`config.mk`:
```
export PLATFORM = sky130hd
export DESIGN_NAME = uart_tx_ctrl
export DESIGN_NICKNAME = d
export VERILOG_FILES = /design/src/rtl/uart_pkg.sv /design/src/rtl/uart_baud_cnt.sv /design/src/rtl/uart_tx_ctrl.sv
export SDC_FILE = /design/constraint.sdc
export NUM_CORES = 1
export LEC_CHECK = 0
export ABC_AREA = 1
export BUFFER_PORTS_ARGS = -buffer_cell sky130_fd_sc_hd__buf_4
export CORE_ASPECT_RATIO = 0.8
export CORE_MARGIN = 2
export CORE_UTILIZATION = 45
export DETAILED_ROUTE_END_ITERATION = 8
export GPL_TIMING_DRIVEN = 0
export PLACE_DENSITY = 0.68
export REMOVE_ABC_BUFFERS = 1
export SLEW_MARGIN = 20
export SYNTH_ARGS = -nofsm -noshare
export SYNTH_HDL_FRONTEND = slang
export SYNTH_HIERARCHICAL = 1
export SYNTH_SLANG_ARGS = --single-unit
```
`constraint.sdc`:
```
create_clock -name clk -period 4.1 [get_ports clk]
set_input_delay 0.41 -clock clk [delete_from_list [all_inputs] [get_ports clk]]
set_output_delay 0.41 -clock clk [all_outputs]
set_load 0.03 [all_outputs]
```
`src/rtl/uart_pkg.sv`:
```
// Shared UART definitions: state encoding common to the TX and (future) RX
// controllers, and the payload width fixed by the datapath PISO.
package uart_pkg;

  localparam int UART_DATA_BITS = 8;

  typedef enum logic [2:0] {
    ST_IDLE   = 3'd0,
    ST_START  = 3'd1,
    ST_DATA   = 3'd2,
    ST_PARITY = 3'd3,
    ST_STOP   = 3'd4
  } uart_tx_state_t;

endpackage

```
`src/rtl/uart_baud_cnt.sv`:
```
// Clearable bit-period counter; bit_end flags the last clock of each bit.
module uart_baud_cnt #(
  parameter int CLKS_PER_BIT = 4,
  parameter int CNT_W        = (CLKS_PER_BIT > 1) ? $clog2(CLKS_PER_BIT) : 1
) (
  input  logic             clk,
  input  logic             rst,
  input  logic             clr,
  input  logic             run,
  output logic [CNT_W-1:0] cnt,
  output logic             bit_end
);

  logic [CNT_W-1:0] cnt_q;

  assign cnt     = cnt_q;
  assign bit_end = run && (cnt_q == CNT_W'(CLKS_PER_BIT - 1));

  // NOTE: sequential state is written with non-blocking assignments so every
  // flop samples the pre-edge values of the others.
  always_ff @(posedge clk or posedge rst) begin
    if (rst) begin
      cnt_q <= '0;
    end else if (clr) begin
      cnt_q <= '0;
    end else if (run) begin
      cnt_q <= bit_end ? '0 : cnt_q + CNT_W'(1);
    end
  end

endmodule

```
`src/rtl/uart_tx_ctrl.sv`:
```
// UART transmit sequencer driving an external 8-bit PISO and the tx pin.
// Define UART_TX_PARITY_EN to insert an even-parity bit after the data bits.
module uart_tx_ctrl
  import uart_pkg::*;
#(
  parameter int CLK_FREQ  = 50_000_000,
  parameter int BAUD      = 115_200,
  parameter int DATA_BITS = UART_DATA_BITS
) (
  input  logic                 clk,
  input  logic                 rst,
  input  logic [DATA_BITS-1:0] tx_data,
  input  logic                 tx_valid,
  output logic                 tx_ready,
  output logic                 tx_busy,
  output logic                 tx_done,
  output logic                 piso_en,
  output logic                 piso_shift_load,
  output logic [DATA_BITS-1:0] piso_parallel_in,
  input  logic                 piso_serial_in,
  output logic                 tx
);

  localparam int CLKS_PER_BIT = CLK_FREQ / BAUD;
  localparam int CNT_W        = (CLKS_PER_BIT > 1) ? $clog2(CLKS_PER_BIT) : 1;
  localparam int BIT_W        = $clog2(DATA_BITS);

  uart_tx_state_t       state_q, state_d;
  logic [DATA_BITS-1:0] data_q, data_d;
  logic [BIT_W-1:0]     bit_cnt_q, bit_cnt_d;
  logic                 tx_q, tx_d;
  logic                 shift_load_q;
  logic                 handshake;
  logic                 sample;
  logic                 bit_end;
  logic [CNT_W-1:0]     baud_cnt;

  assign tx_ready         = (state_q == ST_IDLE);
  assign tx_busy          = !tx_ready;
  assign handshake        = tx_valid && tx_ready;
  assign tx               = tx_q;
  assign piso_parallel_in = data_q;

  uart_baud_cnt #(
    .CLKS_PER_BIT(CLKS_PER_BIT),
    .CNT_W       (CNT_W)
  ) u_baud (
    .clk    (clk),
    .rst    (rst),
    .clr    (handshake),
    .run    (tx_busy),
    .cnt    (baud_cnt),
    .bit_end(bit_end)
  );

`ifdef UART_TX_PARITY_EN
  logic parity_q, parity_d;

  always_comb begin
    parity_d = parity_q;
    if (handshake) begin
      parity_d = 1'b0;
    end else if (sample) begin
      parity_d = parity_q ^ piso_serial_in;
    end
  end

  always_ff @(posedge clk or posedge rst) begin
    if (rst) parity_q <= 1'b0;
    else     parity_q <= parity_d;
  end
`endif

  // NOTE: every signal written here gets a default first, so no path through
  // the case statement can leave one unassigned and infer a latch.
  always_comb begin
    state_d         = state_q;
    data_d          = data_q;
    bit_cnt_d       = bit_cnt_q;
    tx_d            = tx_q;
    tx_done         = 1'b0;
    piso_en         = 1'b0;
    piso_shift_load = shift_load_q;
    sample          = 1'b0;

    case (state_q)
      ST_IDLE: begin
        tx_d = 1'b1;
        if (handshake) begin
          data_d    = tx_data;
          bit_cnt_d = '0;
          tx_d      = 1'b0;
          state_d   = ST_START;
        end
      end

      ST_START: begin
        if (baud_cnt == '0) begin
          piso_en         = 1'b1;
          piso_shift_load = 1'b0;
        end
        // Sample the PISO LSB onto the line, then shift it out.
        if (bit_end) begin
          tx_d            = piso_serial_in;
          sample          = 1'b1;
          piso_en         = 1'b1;
          piso_shift_load = 1'b1;
          state_d         = ST_DATA;
        end
      end

      ST_DATA: begin
        if (bit_end) begin
          if (bit_cnt_q == BIT_W'(DATA_BITS - 1)) begin
            bit_cnt_d = '0;
`ifdef UART_TX_PARITY_EN
            tx_d    = parity_q;
            state_d = ST_PARITY;
`else
            tx_d    = 1'b1;
            state_d = ST_STOP;
`endif
          end else begin
            bit_cnt_d       = bit_cnt_q + BIT_W'(1);
            tx_d            = piso_serial_in;
            sample          = 1'b1;
            piso_en         = 1'b1;
            piso_shift_load = 1'b1;
          end
        end
      end

`ifdef UART_TX_PARITY_EN
      ST_PARITY: begin
        if (bit_end) begin
          tx_d    = 1'b1;
          state_d = ST_STOP;
        end
      end
`endif

      ST_STOP: begin
        if (bit_end) begin
          tx_done = 1'b1;
          state_d = ST_IDLE;
        end
      end

      default: begin
        tx_d    = 1'b1;
        state_d = ST_IDLE;
      end
    endcase
  end

  always_ff @(posedge clk or posedge rst) begin
    if (rst) begin
      state_q      <= ST_IDLE;
      data_q       <= '0;
      bit_cnt_q    <= '0;
      tx_q         <= 1'b1;
      shift_load_q <= 1'b1;
    end else begin
      state_q      <= state_d;
      data_q       <= data_d;
      bit_cnt_q    <= bit_cnt_d;
      tx_q         <= tx_d;
      shift_load_q <= piso_shift_load;
    end
  end

endmodule

```
==> impl_metrics.yaml <==
floorplan:
  die_area_sq_um: 3710
  rows: 18
  die_w_um: 67.6
  die_h_um: 54.9
  start_util_pct: 47.2
  ioPinCount: 26
  coreArea_sq_um: 3090
clock_network:
  clock-sinks: 25
  postCtsHoldBufs: 0
  cts_setup_buffers: 0
  htree_num_levels: 1
  cts_tree: "yes"
  clock_path_buffers: 2
  clock-root-buffer: "clkbuf_8"
  clkTransAtPathRegs_ns: 0.09
  cts_buffers: 3
  cts_resized: 0
  clk_latency_ns: 0.27
sta:
  min_period_over_period_pct: 65.9
  relSlewSlack_pct: 57.3
  setup_viol: 0
  rsz0062_at_grt: "false"
  drv_slew: 0
  tns_ns: 0
  hold_ws_ns: 0.108
  worst_pin_slew_ns: 0.634
  fin_ws_ns: 1.40
  finalHoldViolCount: 0
  min_period_ns: 2.70
  fmax_mhz: 370
  skew_ns: 0.00158
drt:
  drtPass1Iterations: 4
  wirelength_mm: 3.02
  drc: 0
  drt_iter0_drc: 53
  num_vias: 1283
  drt.antenna.violating_nets: 0
  routedWlPerCell_um: 11.7
  routed_via_density: 4.95
pwr:
  power.leakage_nw: 0.927
  p_sw_share_pct: 49.2
  pwr-share-seq_pct: 34.3
  p_per_area_nw_per_um2: 711
  max-vdd-ir-drop_uv: 410
  clkPwrFrac_pct: 12.0
  p_int_mw: 0.627
  comb_power_share_pct: 53.7
  p_sw_mw: 0.606
placement:
  dp_slack_ns: 1.69
  place_hpwl_mm: 2.36
  portBuffers: 25
  gp_congestion: 0.842
setup_path:
  r2r_cells: 11
  worst_ep_required_time_ns: 3.69
  critPathMaxFanout: 8
  start_kind: "flip-flop"
  reg2reg_slack_ns: 1.86
  r2r_start: "state_q[0]$_DFFE_PP0P_"
  worstPathArrival_ns: 2.29
  critical_path_class: "reg -> out"
  rr_endpoint: "state_q[1]$_DFFE_PP0P_"
  crit_path_end_kind: "output pin"
synth:
  synth_seq_cells: 25
  syn_avg_cell_area_sq_um: 7.63
  synthCells: 191
  ys_seq_area_share_pct: 43.1
  synth_cell_type_count: 25
  yosysWarnings: 6
  netlist_area_sq_um: 1460
layout:
  syn_to_final_growth_pct: 18.9
  diodes: 0
  finalNetCount: 236
  register_area_sq_um: 628
  multi_input_area_sq_um: 722
  nFillCells: 291
  drive_above_1_share_pct: 23.3
grt:
  grt_pass1_wl_mm: 5.20
  gr-total-overflow: 0
  grt_usage_pct: 19.1
  grt_max_degree: 17
  grt_pass1_vias: 1187
  antenna_found_initial: 0
outcome:
  status: "finished, final reports clean"
flow_run:
  cap_violations: 0
min_path:
  hold_class: "in -> async"
-- cells in the mapped netlist, drive strengths merged --
library cell | instances | area (sq um)
xor2 | 1 | 8.76
nand2 | 74 | 317
buf | 1 | 11.3
ha | 4 | 50.1
nand3b | 2 | 15.0
nor3 | 4 | 31.3
nand4 | 5 | 31.3
a21oi | 2 | 10.0
xnor2 | 1 | 8.76
nor4 | 1 | 6.26
nand3 | 19 | 110
inv | 25 | 96.4
dfstp | 2 | 52.6
o21ai | 2 | 10.0
nor2 | 25 | 124
dfrtp | 23 | 576
-- cell usage in the layout (no fill, tap or decap), drive strengths merged --
cell type | synthesis | routed
nor4 | 1 | 1
clkinvlp | 0 | 1
clkbuf | 0 | 3
nor3 | 4 | 4
dfstp | 2 | 2
xnor2 | 1 | 1
inv | 25 | 25
nand3b | 2 | 2
dfrtp | 23 | 23
buf | 1 | 25
o21ai | 2 | 2
nand3 | 19 | 19
nor2 | 25 | 25
nand2 | 74 | 74
a21oi | 2 | 2
xor2 | 1 | 1
ha | 4 | 4
nand4 | 5 | 5
-- layer usage --
layer | global-route usage, % | share of wire (%) | vias up
li1 | - | - | 656
met1 | 24.1 | 46 | 593
met2 | 31.5 | 47 | 30
met3 | 5.67 | 5.9 | 4
met4 | 6.80 | 1.2 | 0
met5 | 0 | 0 | -
-- worst max path at each step --
stage | from | to | slack [ns] | cells after the start
2_1_floorplan | state_q[2]$_DFFE_PP0P_ | tx_done | 1.81 | 6
3_3_place_gp | state_q[2]$_DFFE_PP0P_ | piso_shift_load | 1.69 | 7
3_5_place_dp | state_q[0]$_DFFE_PP0P_ | piso_shift_load | 1.69 | 7
4_1_cts | state_q[0]$_DFFE_PP0P_ | piso_shift_load | 1.37 | 7
5_1_grt | state_q[0]$_DFFE_PP0P_ | piso_shift_load | 1.09 | 7
6_report | state_q[0]$_DFFE_PP0P_ | piso_shift_load | 1.40 | 7
-- cells by family after synthesis --
group / Yosys count / synth area share (%)
simple gates: 130 / 43.5
buf+inv: 26 / 7.38
compound gates: 4 / 1.37
xor+xnor: 2 / 1.20
flops: 25 / 43.1
fa+ha+maj: 4 / 3.43
-- state kept, by name, indices dropped and copies added (netlist names) --
signal / count
shift_load_q: 1
piso_parallel_in: 8
tx: 1
bit_cnt_q: 3
state_q: 3
u_baud/cnt: 9
-- critical path, stage by stage (launching register included) --
cell     delay (ns)
dfrtp_1        0.51
inv_2          0.11
nand2_4        0.15
nand2_1        0.09
nor4_1         0.58
o21ai_0        0.26
nand2_1        0.15
buf_4          0.17
-- metrics by stage --
| step | instances | cell area (sq um) | utilization (%) | total power, mW |
|---|---|---|---|---|
| 6_report | 259 | 1730 | 56.2 | 1.23 |
| 5_1_grt | 259 | 1730 | 56.2 | 1.35 |
| 4_1_cts | 259 | 1730 | 56.2 | 1.24 |
| 3_5_place_dp | 255 | 1680 | 54.6 | 1.09 |
| 3_3_place_gp | 255 | 1680 | 54.6 | 1.07 |
| 2_1_floorplan | 190 | 1450 | - | 0.895 |
-- power groups by stage --
stage               sequential, mW  clock [mW]  combinational (mW)
floorplan                    0.493           0               0.402
global placement             0.419           0               0.647
detailed placement           0.424           0               0.667
CTS                          0.422       0.154               0.669
global route                 0.435       0.167               0.745
finish                       0.423       0.148               0.662
-- cell type report --
class                           instances  area share (%)
Clock inverter                          1           0.433
Multi-Input combinational cell        140            41.7
Timing Repair Buffer                   25            10.8
Inverter                               25            5.56
Tap cell                               40            2.89
Clock buffer                            3            2.38
Sequential cell                        25            36.2
(Power assumes the default switching activity.)
